==> src/rtl/spgd_seq_ctrl.sv <==
// ---------------------------------------------------------------------------
// spgd_seq_ctrl
//
// Sequencer for one SPGD (stochastic parallel gradient descent) iteration.
// Each trigger runs the sequence below. The dither DAC is driven with U+dU
// and then with U-dU. After each settle/acquire window the cost metric is
// captured as J+ and then J-. After both captures the update unit is strobed,
// and the sequencer waits for its acknowledge.
//
//   IDLE -> TRIG_WAIT -> SETTLE_A -> ACQ_A -> JP_WR -> SETTLE_B -> ACQ_B
//        -> JM_WR -> U_WR -> U_WAIT -> (TRIG_WAIT | DONE -> IDLE)
//
// Parameters
//   CNT_W   width of the settle / acquire cycle-count inputs
//   ITER_W  width of the iteration target and iteration counter
//
// Ports
//   adc_clk        sole clock, rising edge
//   adc_rstn       asynchronous active-low reset
//   start          level-sensitive run enable; low forces IDLE
//   trig_in        iteration trigger (rising edge detected internally)
//   settle_cycles  DAC settle length minus 1 (latched per iteration)
//   acq_cycles     ADC acquire length minus 1 (latched per iteration)
//   n_iter         iteration target, 0 = free-run
//   u_done         update unit acknowledge (only honoured in U_WAIT)
//   jp_wrt         J+ capture strobe
//   jm_wrt         J- capture strobe
//   u_wrt          control-vector update strobe
//   dac_sel        DAC source: 00 off, 01 U+dU, 10 U-dU, 11 U
//   busy           high in every state except IDLE
//   done           one-cycle completion pulse
//   iter_cnt       completed iterations (wraps)
//   trig_miss      saturating count of triggers ignored mid-sequence
//   state          current state code, for debug
// ---------------------------------------------------------------------------
module spgd_seq_ctrl #(
  parameter int unsigned CNT_W  = 8,
  parameter int unsigned ITER_W = 16
) (
  input  logic              adc_clk,
  input  logic              adc_rstn,
  input  logic              start,
  input  logic              trig_in,
  input  logic [CNT_W-1:0]  settle_cycles,
  input  logic [CNT_W-1:0]  acq_cycles,
  input  logic [ITER_W-1:0] n_iter,
  input  logic              u_done,
  output logic              jp_wrt,
  output logic              jm_wrt,
  output logic              u_wrt,
  output logic [1:0]        dac_sel,
  output logic              busy,
  output logic              done,
  output logic [ITER_W-1:0] iter_cnt,
  output logic [7:0]        trig_miss,
  output logic [3:0]        state
);

  typedef enum logic [3:0] {
    S_IDLE      = 4'd0,
    S_TRIG_WAIT = 4'd1,
    S_SETTLE_A  = 4'd2,
    S_ACQ_A     = 4'd3,
    S_JP_WR     = 4'd4,
    S_SETTLE_B  = 4'd5,
    S_ACQ_B     = 4'd6,
    S_JM_WR     = 4'd7,
    S_U_WR      = 4'd8,
    S_U_WAIT    = 4'd9,
    S_DONE      = 4'd10
  } state_e;

  localparam logic [ITER_W-1:0] ITER_ONE = {{(ITER_W-1){1'b0}}, 1'b1};
  localparam logic [CNT_W-1:0]  CNT_ONE  = {{(CNT_W-1){1'b0}}, 1'b1};
  localparam logic [7:0]        MISS_MAX = 8'hFF;

  state_e            state_q, state_d;
  logic [CNT_W-1:0]  phase_cnt_q, phase_cnt_d;
  logic [CNT_W-1:0]  settle_lat_q, settle_lat_d;
  logic [CNT_W-1:0]  acq_lat_q, acq_lat_d;
  logic [ITER_W-1:0] iter_cnt_q, iter_cnt_d;
  logic [7:0]        trig_miss_q, trig_miss_d;
  logic              trig_prev_q, trig_prev_d;
  // Set on leaving DONE so a start that is still high cannot relaunch a
  // run; cleared once start has been seen low.
  logic              run_lock_q, run_lock_d;

  logic              trig_rise;
  logic [ITER_W-1:0] iter_inc;

  assign trig_rise = trig_in & ~trig_prev_q;
  assign iter_inc  = iter_cnt_q + ITER_ONE;

  // -------------------------------------------------------------------------
  // Next-state and datapath update
  // -------------------------------------------------------------------------
  always_comb begin
    // NOTE: every signal written here gets a default first, so no path can
    // leave one unassigned and infer a latch.
    state_d      = state_q;
    phase_cnt_d  = '0;
    settle_lat_d = settle_lat_q;
    acq_lat_d    = acq_lat_q;
    iter_cnt_d   = iter_cnt_q;
    trig_miss_d  = trig_miss_q;
    run_lock_d   = run_lock_q;
    trig_prev_d  = trig_in;

    // Triggers arriving mid-sequence are counted and otherwise dropped.
    if (trig_rise && (state_q != S_IDLE) && (state_q != S_TRIG_WAIT) &&
        (trig_miss_q != MISS_MAX)) begin
      trig_miss_d = trig_miss_q + 8'd1;
    end

    case (state_q)
      S_IDLE: begin
        if (start && !run_lock_q) begin
          state_d     = S_TRIG_WAIT;
          iter_cnt_d  = '0;
          trig_miss_d = '0;
        end
      end
      S_TRIG_WAIT: begin
        if (trig_rise) begin
          state_d      = S_SETTLE_A;
          settle_lat_d = settle_cycles;
          acq_lat_d    = acq_cycles;
        end
      end
      // Timed phases: phase_cnt runs 0..limit, so a phase lasts limit+1
      // cycles and restarts from 0 on every state change.
      S_SETTLE_A: begin
        if (phase_cnt_q == settle_lat_q) state_d = S_ACQ_A;
        else phase_cnt_d = phase_cnt_q + CNT_ONE;
      end
      S_ACQ_A: begin
        if (phase_cnt_q == acq_lat_q) state_d = S_JP_WR;
        else phase_cnt_d = phase_cnt_q + CNT_ONE;
      end
      S_JP_WR: state_d = S_SETTLE_B;
      S_SETTLE_B: begin
        if (phase_cnt_q == settle_lat_q) state_d = S_ACQ_B;
        else phase_cnt_d = phase_cnt_q + CNT_ONE;
      end
      S_ACQ_B: begin
        if (phase_cnt_q == acq_lat_q) state_d = S_JM_WR;
        else phase_cnt_d = phase_cnt_q + CNT_ONE;
      end
      S_JM_WR: state_d = S_U_WR;
      S_U_WR:  state_d = S_U_WAIT;
      S_U_WAIT: begin
        if (u_done) begin
          iter_cnt_d = iter_inc;
          if ((n_iter != '0) && (iter_inc == n_iter)) state_d = S_DONE;
          else state_d = S_TRIG_WAIT;
        end
      end
      S_DONE: begin
        state_d    = S_IDLE;
        run_lock_d = 1'b1;
      end
      default: state_d = S_IDLE;
    endcase

    // Dropping start aborts from anywhere; the counters are frozen so the
    // abort point stays visible until the next run clears them.
    if (!start) begin
      state_d     = S_IDLE;
      phase_cnt_d = '0;
      iter_cnt_d  = iter_cnt_q;
      trig_miss_d = trig_miss_q;
      run_lock_d  = 1'b0;
    end
  end

  // -------------------------------------------------------------------------
  // State registers
  // -------------------------------------------------------------------------
  // NOTE: non-blocking assignments here so every flop samples the values
  // from before the edge, independent of statement order.
  always_ff @(posedge adc_clk or negedge adc_rstn) begin
    if (!adc_rstn) begin
      state_q      <= S_IDLE;
      phase_cnt_q  <= '0;
      settle_lat_q <= '0;
      acq_lat_q    <= '0;
      iter_cnt_q   <= '0;
      trig_miss_q  <= '0;
      trig_prev_q  <= 1'b0;
      run_lock_q   <= 1'b0;
    end else begin
      state_q      <= state_d;
      phase_cnt_q  <= phase_cnt_d;
      settle_lat_q <= settle_lat_d;
      acq_lat_q    <= acq_lat_d;
      iter_cnt_q   <= iter_cnt_d;
      trig_miss_q  <= trig_miss_d;
      trig_prev_q  <= trig_prev_d;
      run_lock_q   <= run_lock_d;
    end
  end

  // -------------------------------------------------------------------------
  // Moore output decode (state register only)
  // -------------------------------------------------------------------------
  always_comb begin
    jp_wrt  = 1'b0;
    jm_wrt  = 1'b0;
    u_wrt   = 1'b0;
    dac_sel = 2'b00;
    done    = 1'b0;
    case (state_q)
      S_TRIG_WAIT: dac_sel = 2'b11;
      S_SETTLE_A:  dac_sel = 2'b01;
      S_ACQ_A:     dac_sel = 2'b01;
      S_JP_WR: begin
        dac_sel = 2'b01;
        jp_wrt  = 1'b1;
      end
      S_SETTLE_B:  dac_sel = 2'b10;
      S_ACQ_B:     dac_sel = 2'b10;
      S_JM_WR: begin
        dac_sel = 2'b10;
        jm_wrt  = 1'b1;
      end
      S_U_WR: begin
        dac_sel = 2'b11;
        u_wrt   = 1'b1;
      end
      S_U_WAIT:    dac_sel = 2'b11;
      S_DONE: begin
        dac_sel = 2'b11;
        done    = 1'b1;
      end
      default:     dac_sel = 2'b00;
    endcase
  end

  assign busy      = (state_q != S_IDLE);
  assign iter_cnt  = iter_cnt_q;
  assign trig_miss = trig_miss_q;
  assign state     = state_q;

endmodule
==> config.mk <==
export PLATFORM = sky130hd
export DESIGN_NAME = spgd_seq_ctrl
export DESIGN_NICKNAME = d
export VERILOG_FILES = /design/src/rtl/spgd_seq_ctrl.sv
export SDC_FILE = /design/constraint.sdc
export NUM_CORES = 1
export LEC_CHECK = 0
export ABC_AREA = 1
export ABC_CLOCK_PERIOD_IN_PS = 2200
export CAP_MARGIN = 20
export CORE_MARGIN = 10
export CORE_UTILIZATION = 52
export CTS_CLUSTER_SIZE = 24
export DETAILED_ROUTE_END_ITERATION = 16
export MAX_ROUTING_LAYER = met4
export PLACE_DENSITY_LB_ADDON = 0.2
export SLEW_MARGIN = 30
export SYNTH_ARGS = -nofsm -noshare
export SYNTH_HDL_FRONTEND = slang
export SYNTH_SLANG_ARGS = --single-unit
==> constraint.sdc <==
create_clock -name adc_clk -period 2.2 [get_ports adc_clk]
set_input_delay 0.33 -clock adc_clk [delete_from_list [all_inputs] [get_ports adc_clk]]
set_output_delay 0.33 -clock adc_clk [all_outputs]
set_load 0.005 [all_outputs]
==> results of run 1 <==
[cell families after synthesis]
kind of cell               synth area share
AOI/OAI and AO/OA                   0.08195
xor gates and xnor gates            0.04188
adders and majority gates           0.01083
buffers and inverters               0.08231
DFF                                  0.3899
muxes                               0.02924
and+or+nand+nor                      0.3639
[path summary, 6_finish.rpt]
check                                  end  depth (start not counted)  slack, ps       startpoint
min in group adc_clk           trig_prev_q                          1        480          trig_in
max in group asynchronous      iter_cnt[1]                          2       1940         adc_rstn
min reg2reg                settle_lat_q[7]                          2        540  settle_lat_q[7]
max reg2reg                       state[0]                         13        230      iter_cnt[2]
max                                   done                          5        110         state[3]
min                           iter_cnt[10]                          2        -10         adc_rstn
[per-stage QoR]
step | util | worst slack, ps | cells
floorplan | - | 458.0 | 485
global placement | 0.6706 | 185.2 | 635
detailed placement | 0.6706 | 63.17 | 635
CTS | 0.6893 | 82.68 | 645
global route | 0.6916 | 0.02265 | 645
finish | 0.6916 | 110.9 | 645
[layer usage]
metal  up-vias  track usage
met5         -            -
met4         0      0.05611
met3        18      0.03812
met2        89       0.3042
met1      1629       0.2316
li1       1728            -
[critical path, cell delays in order (launching register included)]
cell             delay (ps)
dfrtp_2                 430
inv_1                    90
nor2_1                   90
inv_1                   120
nor2_2                  180
clkdlybuf4s50_1         530
[state kept, by name (all words and copies together), names as in the netlist]
register and count:
settle_lat_q 8, run_lock_q 1, acq_lat_q 8, state 4, trig_miss 8, trig_prev_q 1, phase_cnt_q 8, iter_cnt 16
[layout by cell type (no fill, tap or decap), drive strengths merged, types with 9 or more instances in the layout]
cell           instances
nand2                143
inv                   72
clkdlybuf4s50         68
nor2                  68
dfrtp                 54
nand3                 44
o21ai                 15
nand4                 14
a21oi                 13
o22ai                 12
mux2                   9
buf                    9
[cell type report]
class,count,area (um^2)
Tap cell,77,96.34
Clock buffer,6,82.58
Timing Repair Buffer,79,775.7
Fill cell,530,1981
Sequential cell,54,1358
Inverter,71,266.5
Multi-Input combinational cell,356,1847
Clock inverter,2,16.27
[power by group]
part           switching, mW  leakage [nW]  internal [mW]  total, mW
combinational          0.578          1.29          0.540       1.12
clock                  0.355        0.0478          0.260      0.615
sequential             0.181         0.701           1.19       1.37
[what timing repair did]
item,4_1_cts,5_1_grt
endpoints found under the setup margin,3,5
buffers inserted,2,0
pin swaps,0,1
resized for setup,7,6
==> impl_metrics.env, run 1 <==
export IMPL_dp_hpwl_um=7157
export IMPL_cts_sinks=54
export IMPL_yosysWarningCount=0
export IMPL_ant_nets=0
export IMPL_p_total_mw=3.103
export IMPL_rsz0062_at_grt="false"
export IMPL_drc=0
export IMPL_grtUsageTotal=0.1881
export IMPL_core_area_um2=6422
export IMPL_post_route_min_period_ps=2089
export IMPL_peakVddDrop_uv=621.8
export IMPL_synthCells=485
export IMPL_yosysTopAreaCell="dfrtp_1"
export IMPL_wl_um=9320
export IMPL_synth_most_common_cell="nand2_1"
export IMPL_pin_count=72
export IMPL_drtIter0Drc=192
export IMPL_cellPowerDensity_nw_per_um2=698.6
export IMPL_end_kind="primary output"
export IMPL_cp_required_ps=1870
export IMPL_synth_area_top_cells="dfrtp_1 39%, nand2_1 15%, inv_1 7.6%, nand3_1 6.4%, nor2_1 6.1%"
export IMPL_grt_max_degree=55
export IMPL_wl_met3_um=432
export IMPL_path_class="reg -> out"
export IMPL_worstPathMaxFanout=4
export IMPL_areaGrowthSynthToFinish_pct=28.16
export IMPL_grt_pass1_vias=3379
export IMPL_async_reset_ff_frac=1.000
export IMPL_yosysUniqueCellTypes=32
export IMPL_drive_gt1_frac=0.1092
export IMPL_drv_cap=0
export IMPL_avgRoutedWirePerCell_um=14.45
export IMPL_critPathLaunchType="flip-flop"
export IMPL_dr_total_vias=3464
export IMPL_core_rowCount=29
export IMPL_numPortBuffers=71
export IMPL_crit_arrival_ps=1760
export IMPL_clk_latency_ps=320
export IMPL_finalHoldViolations=11
export IMPL_hold_slack_ps=-11.06
export IMPL_cts_hold_buffers=0
export IMPL_min_path_type="in -> async"
export IMPL_maxSlewHeadroom=0.7406
export IMPL_syn_area_um2=3466
export IMPL_setup_violations=0
export IMPL_gp_congestion=0.9017
export IMPL_clk_pin_slew_worst_paths_ps=100
export IMPL_dieArea_um2=10330
export IMPL_cts_path_max_buffers=2
export IMPL_final_cell_area_um2=4442
export IMPL_dpl_cell_area_um2=4307
export IMPL_violations="negative hold slack"
export IMPL_viasPerCell=5.371
export IMPL_cts_tree="built"
export IMPL_grt_pass1_wl_um=15460
export IMPL_synth_edff_count=0
export IMPL_wl_met2_um=4480
export IMPL_die_w_um=101.6
export IMPL_netlist_area_leader_share=0.3899
export IMPL_clockRootBuffer="clkbuf_8"
export IMPL_start_util=0.5396
export IMPL_tightest_slew_ps=386.1
export IMPL_fmax_mhz=478.7
export IMPL_synth_common_cells="137 x nand2_1, 70 x inv_1, 56 x nor2_1"
export IMPL_final_max_slew_viol_count=0
export IMPL_fin_crit_sh=0.9496
export IMPL_first_pass_iters=4
export IMPL_h_tree_depth=2
export IMPL_synth_fp_nets=525
export IMPL_fin_nets=607
export IMPL_num_antenna_cells=0
export IMPL_antenna_found_initial=0
export IMPL_synth_ff_type="dfrtp_1"
export IMPL_grt_overflow=0
export IMPL_cts_buffers_inserted=5
export IMPL_wl_met1_um=4256
export IMPL_syn_area_per_cell_um2=7.146
export IMPL_status="finished, violations left"
export IMPL_fin_skew_ps=4.385
export IMPL_die_h_um=101.6
export IMPL_seq_area_frac_synth=0.3899
export IMPL_ys_seq_elements=54
export IMPL_top_layer="met4"
export IMPL_p_leak_nw=2.039
export IMPL_final_setup_tns_ps=0
Note: power is estimated with default switching activity, not from simulation.
==> run 2, diff against run 1 <==
--- a/config.mk
+++ b/config.mk
@@ -6,10 +6,11 @@
 export NUM_CORES = 1
 export LEC_CHECK = 0
 export ABC_AREA = 1
-export ABC_CLOCK_PERIOD_IN_PS = 2200
+export ABC_CLOCK_PERIOD_IN_PS = 2650
 export CAP_MARGIN = 20
 export CORE_MARGIN = 10
-export CORE_UTILIZATION = 52
+export CORE_UTILIZATION = 56
+export CTS_CLUSTER_DIAMETER = 80
 export CTS_CLUSTER_SIZE = 24
 export DETAILED_ROUTE_END_ITERATION = 16
 export MAX_ROUTING_LAYER = met4
==> constraint.sdc (replaced) <==
create_clock -name adc_clk -period 2.65 [get_ports adc_clk]
set_input_delay 0.3975 -clock adc_clk [delete_from_list [all_inputs] [get_ports adc_clk]]
set_output_delay 0.3975 -clock adc_clk [all_outputs]
set_load 0.005 [all_outputs]
==> run 2 against run 1 <==
Effect of this change: the flow now finishes without violations; largest power group unchanged; first-iteration DRC count fell by 24%; critical path type unchanged; clock power is 23% lower; clock-buffer cell count unchanged; critical path depth up 3; non-clock buffer count down 3; register-to-register slack better by 310 ps; die area fell by 5.8%; global-route usage increased by 0.33 points; core utilization increased by 4.3 points.
==> impl_metrics.env, run 2 (synthesis gave the netlist of run 1 again) <==
export IMPL_start_util=0.5819
export IMPL_cellPowerDensity_nw_per_um2=572.4
export IMPL_fin_nets=604
export IMPL_core_area_um2=5956
export IMPL_path_class="reg -> out"
export IMPL_fin_crit_sh=0.8998
export IMPL_num_antenna_cells=0
export IMPL_p_leak_nw=2.014
export IMPL_tightest_slew_ps=380.4
export IMPL_cp_cell_sequence="inv_1 > nand2_1 > inv_1 > nand2_1 > o21ai_0 > inv_1 > o21ai_0 > clkdlybuf4s50_1"
export IMPL_dr_total_vias=3418
export IMPL_pin_count=72
export IMPL_cp_required_ps=2250
export IMPL_viasPerCell=5.341
export IMPL_clockRootBuffer="clkbuf_8"
export IMPL_crit_path_frequent_cell="inv_1"
export IMPL_cp_slowest_cell="clkdlybuf4s50_1"
export IMPL_peakVddDrop_uv=474.2
export IMPL_drive_gt1_frac=0.08319
export IMPL_fin_skew_ps=9.933
export IMPL_dp_cells=631
export IMPL_rsz0062_at_grt="false"
export IMPL_numPortBuffers=71
export IMPL_gp_congestion=0.8947
export IMPL_post_route_min_period_ps=2384
export IMPL_final_setup_tns_ps=0
export IMPL_grt_pass1_wl_um=15410
export IMPL_cts_sinks=54
export IMPL_dp_hpwl_um=7083
export IMPL_h_tree_depth=2
export IMPL_most_common_layout_cells="137 x nand2_1, 70 x inv_1, 70 x clkdlybuf4s50_1"
export IMPL_worstPathMaxFanout=6
export IMPL_areaGrowthSynthToFinish_pct=26.17
export IMPL_cts_path_max_buffers=2
export IMPL_first_pass_iters=5
export IMPL_dieArea_um2=9736
export IMPL_post_cts_resized=0
export IMPL_fmax_mhz=419.4
export IMPL_min_path_type="in -> async"
export IMPL_die_w_um=98.67
export IMPL_cts_buffers_inserted=5
export IMPL_ant_nets=0
export IMPL_critPathLaunchType="flip-flop"
export IMPL_clk_pin_slew_worst_paths_ps=100
export IMPL_die_h_um=98.67
export IMPL_layout_commonest_cell="nand2_1"
export IMPL_status="finished clean"
export IMPL_crit_arrival_ps=1990
export IMPL_finalHoldViolations=0
export IMPL_clk_latency_ps=310
export IMPL_final_max_slew_viol_count=0
export IMPL_wl_um=9148
export IMPL_drc=0
export IMPL_largest_reg_flops=16
export IMPL_stdcell_count=640
export IMPL_drv_cap=0
export IMPL_drtIter0Drc=146
export IMPL_grt_max_degree=31
export IMPL_grt_pass1_vias=3374
export IMPL_fill_cells=503
export IMPL_end_kind="primary output"
export IMPL_antenna_found_initial=0
export IMPL_grtUsageTotal=0.1914
export IMPL_grt_overflow=0
export IMPL_core_rowCount=28
export IMPL_setup_violations=0
export IMPL_cts_tree="built"
export IMPL_avgRoutedWirePerCell_um=14.29
export IMPL_maxSlewHeadroom=0.7445
export IMPL_cpPeakStageDelay_ps=530
[run 2: changes by cell type in the layout (fill, tap and decap cells not counted), moves of 3 or more]
cell     previous run  this run
dfrtp_1            49        54
dfrtp_2             5         0
buf_4               7         4
nor2_1             53        56
[run 2: worst paths after layout]
| path | cells past startpoint | slack (ps) | startpoint | end |
|---|---|---|---|---|
| setup / recovery | 8 | 270 | state[1] | dac_sel[1] |
| hold / removal | 2 | 450 | adc_rstn | iter_cnt[15] |
| setup reg to reg | 14 | 540 | iter_cnt[0] | state[0] |
| hold reg to reg | 1 | 540 | acq_lat_q[1] | acq_lat_q[1] |
| max in group asynchronous | 3 | 1560 | adc_rstn | settle_lat_q[1] |
| min in group adc_clk | 1 | 540 | acq_lat_q[1] | acq_lat_q[1] |
[run 2: worst max-delay path, delay by kind of cell (launching register included)]
family / cells / cell delay, ps
flops: 1 / 470
simple gates: 2 / 200
compound gates: 2 / 160
buf+inv: 4 / 850
[run 2: final cells by class]
cell class | count | area [um^2] | area share
clock buffers | 6 | 72.57 | 0.01660
clock inverters | 2 | 13.76 | 0.003147
inverters | 71 | 266.5 | 0.06094
multi-input cells | 356 | 1829 | 0.4183
flip-flops and latches | 54 | 1351 | 0.3090
well taps | 75 | 93.84 | 0.02146
repair buffers | 76 | 745.7 | 0.1705
[run 2: metal layers]
metal / GRT usage / share of wire / vias up
met1: 0.2505 / 0.48 / 1585
met5: - / 0 / -
met4: 0.04520 / 0.0063 / 0
met3: 0.04120 / 0.055 / 8
met2: 0.2960 / 0.46 / 107
li1: - / - / 1718
[run 2: repair_timing]
action / 4_1_cts / 5_1_grt
hold buffers: 1 / 0
buffers inserted: 0 / 0
endpoints found under the hold margin: 7 / 0
[run 2: through the flow]
stage,hold slack [ps],util,power [mW],setup WS (ps),instance area [um^2]
after floorplan,101.9,-,1.663,908.0,3466
after global placement,257.7,0.7181,2.021,515.7,4277
after detailed placement,259.2,0.7181,2.041,367.0,4277
after CTS,457.9,0.7342,2.523,274.2,4373
after global routing,468.7,0.7342,2.701,55.47,4373
final,454.2,0.7342,2.503,265.7,4373
[run 2: power breakdown]
part | switching, mW | internal [mW] | leakage, nW
sequential | 0.144 | 0.983 | 0.708
combinational | 0.461 | 0.442 | 1.26
clock | 0.285 | 0.188 | 0.0452
total | 0.890 | 1.61 | 2.01
==> run 3, diff against run 2 <==
--- a/config.mk
+++ b/config.mk
@@ -6,7 +6,6 @@
 export NUM_CORES = 1
 export LEC_CHECK = 0
 export ABC_AREA = 1
-export ABC_CLOCK_PERIOD_IN_PS = 2650
 export CAP_MARGIN = 20
 export CORE_MARGIN = 10
 export CORE_UTILIZATION = 56
==> results of run 3 <==
Same layout as run 2: the final DEF is identical, and so are final timing and power.
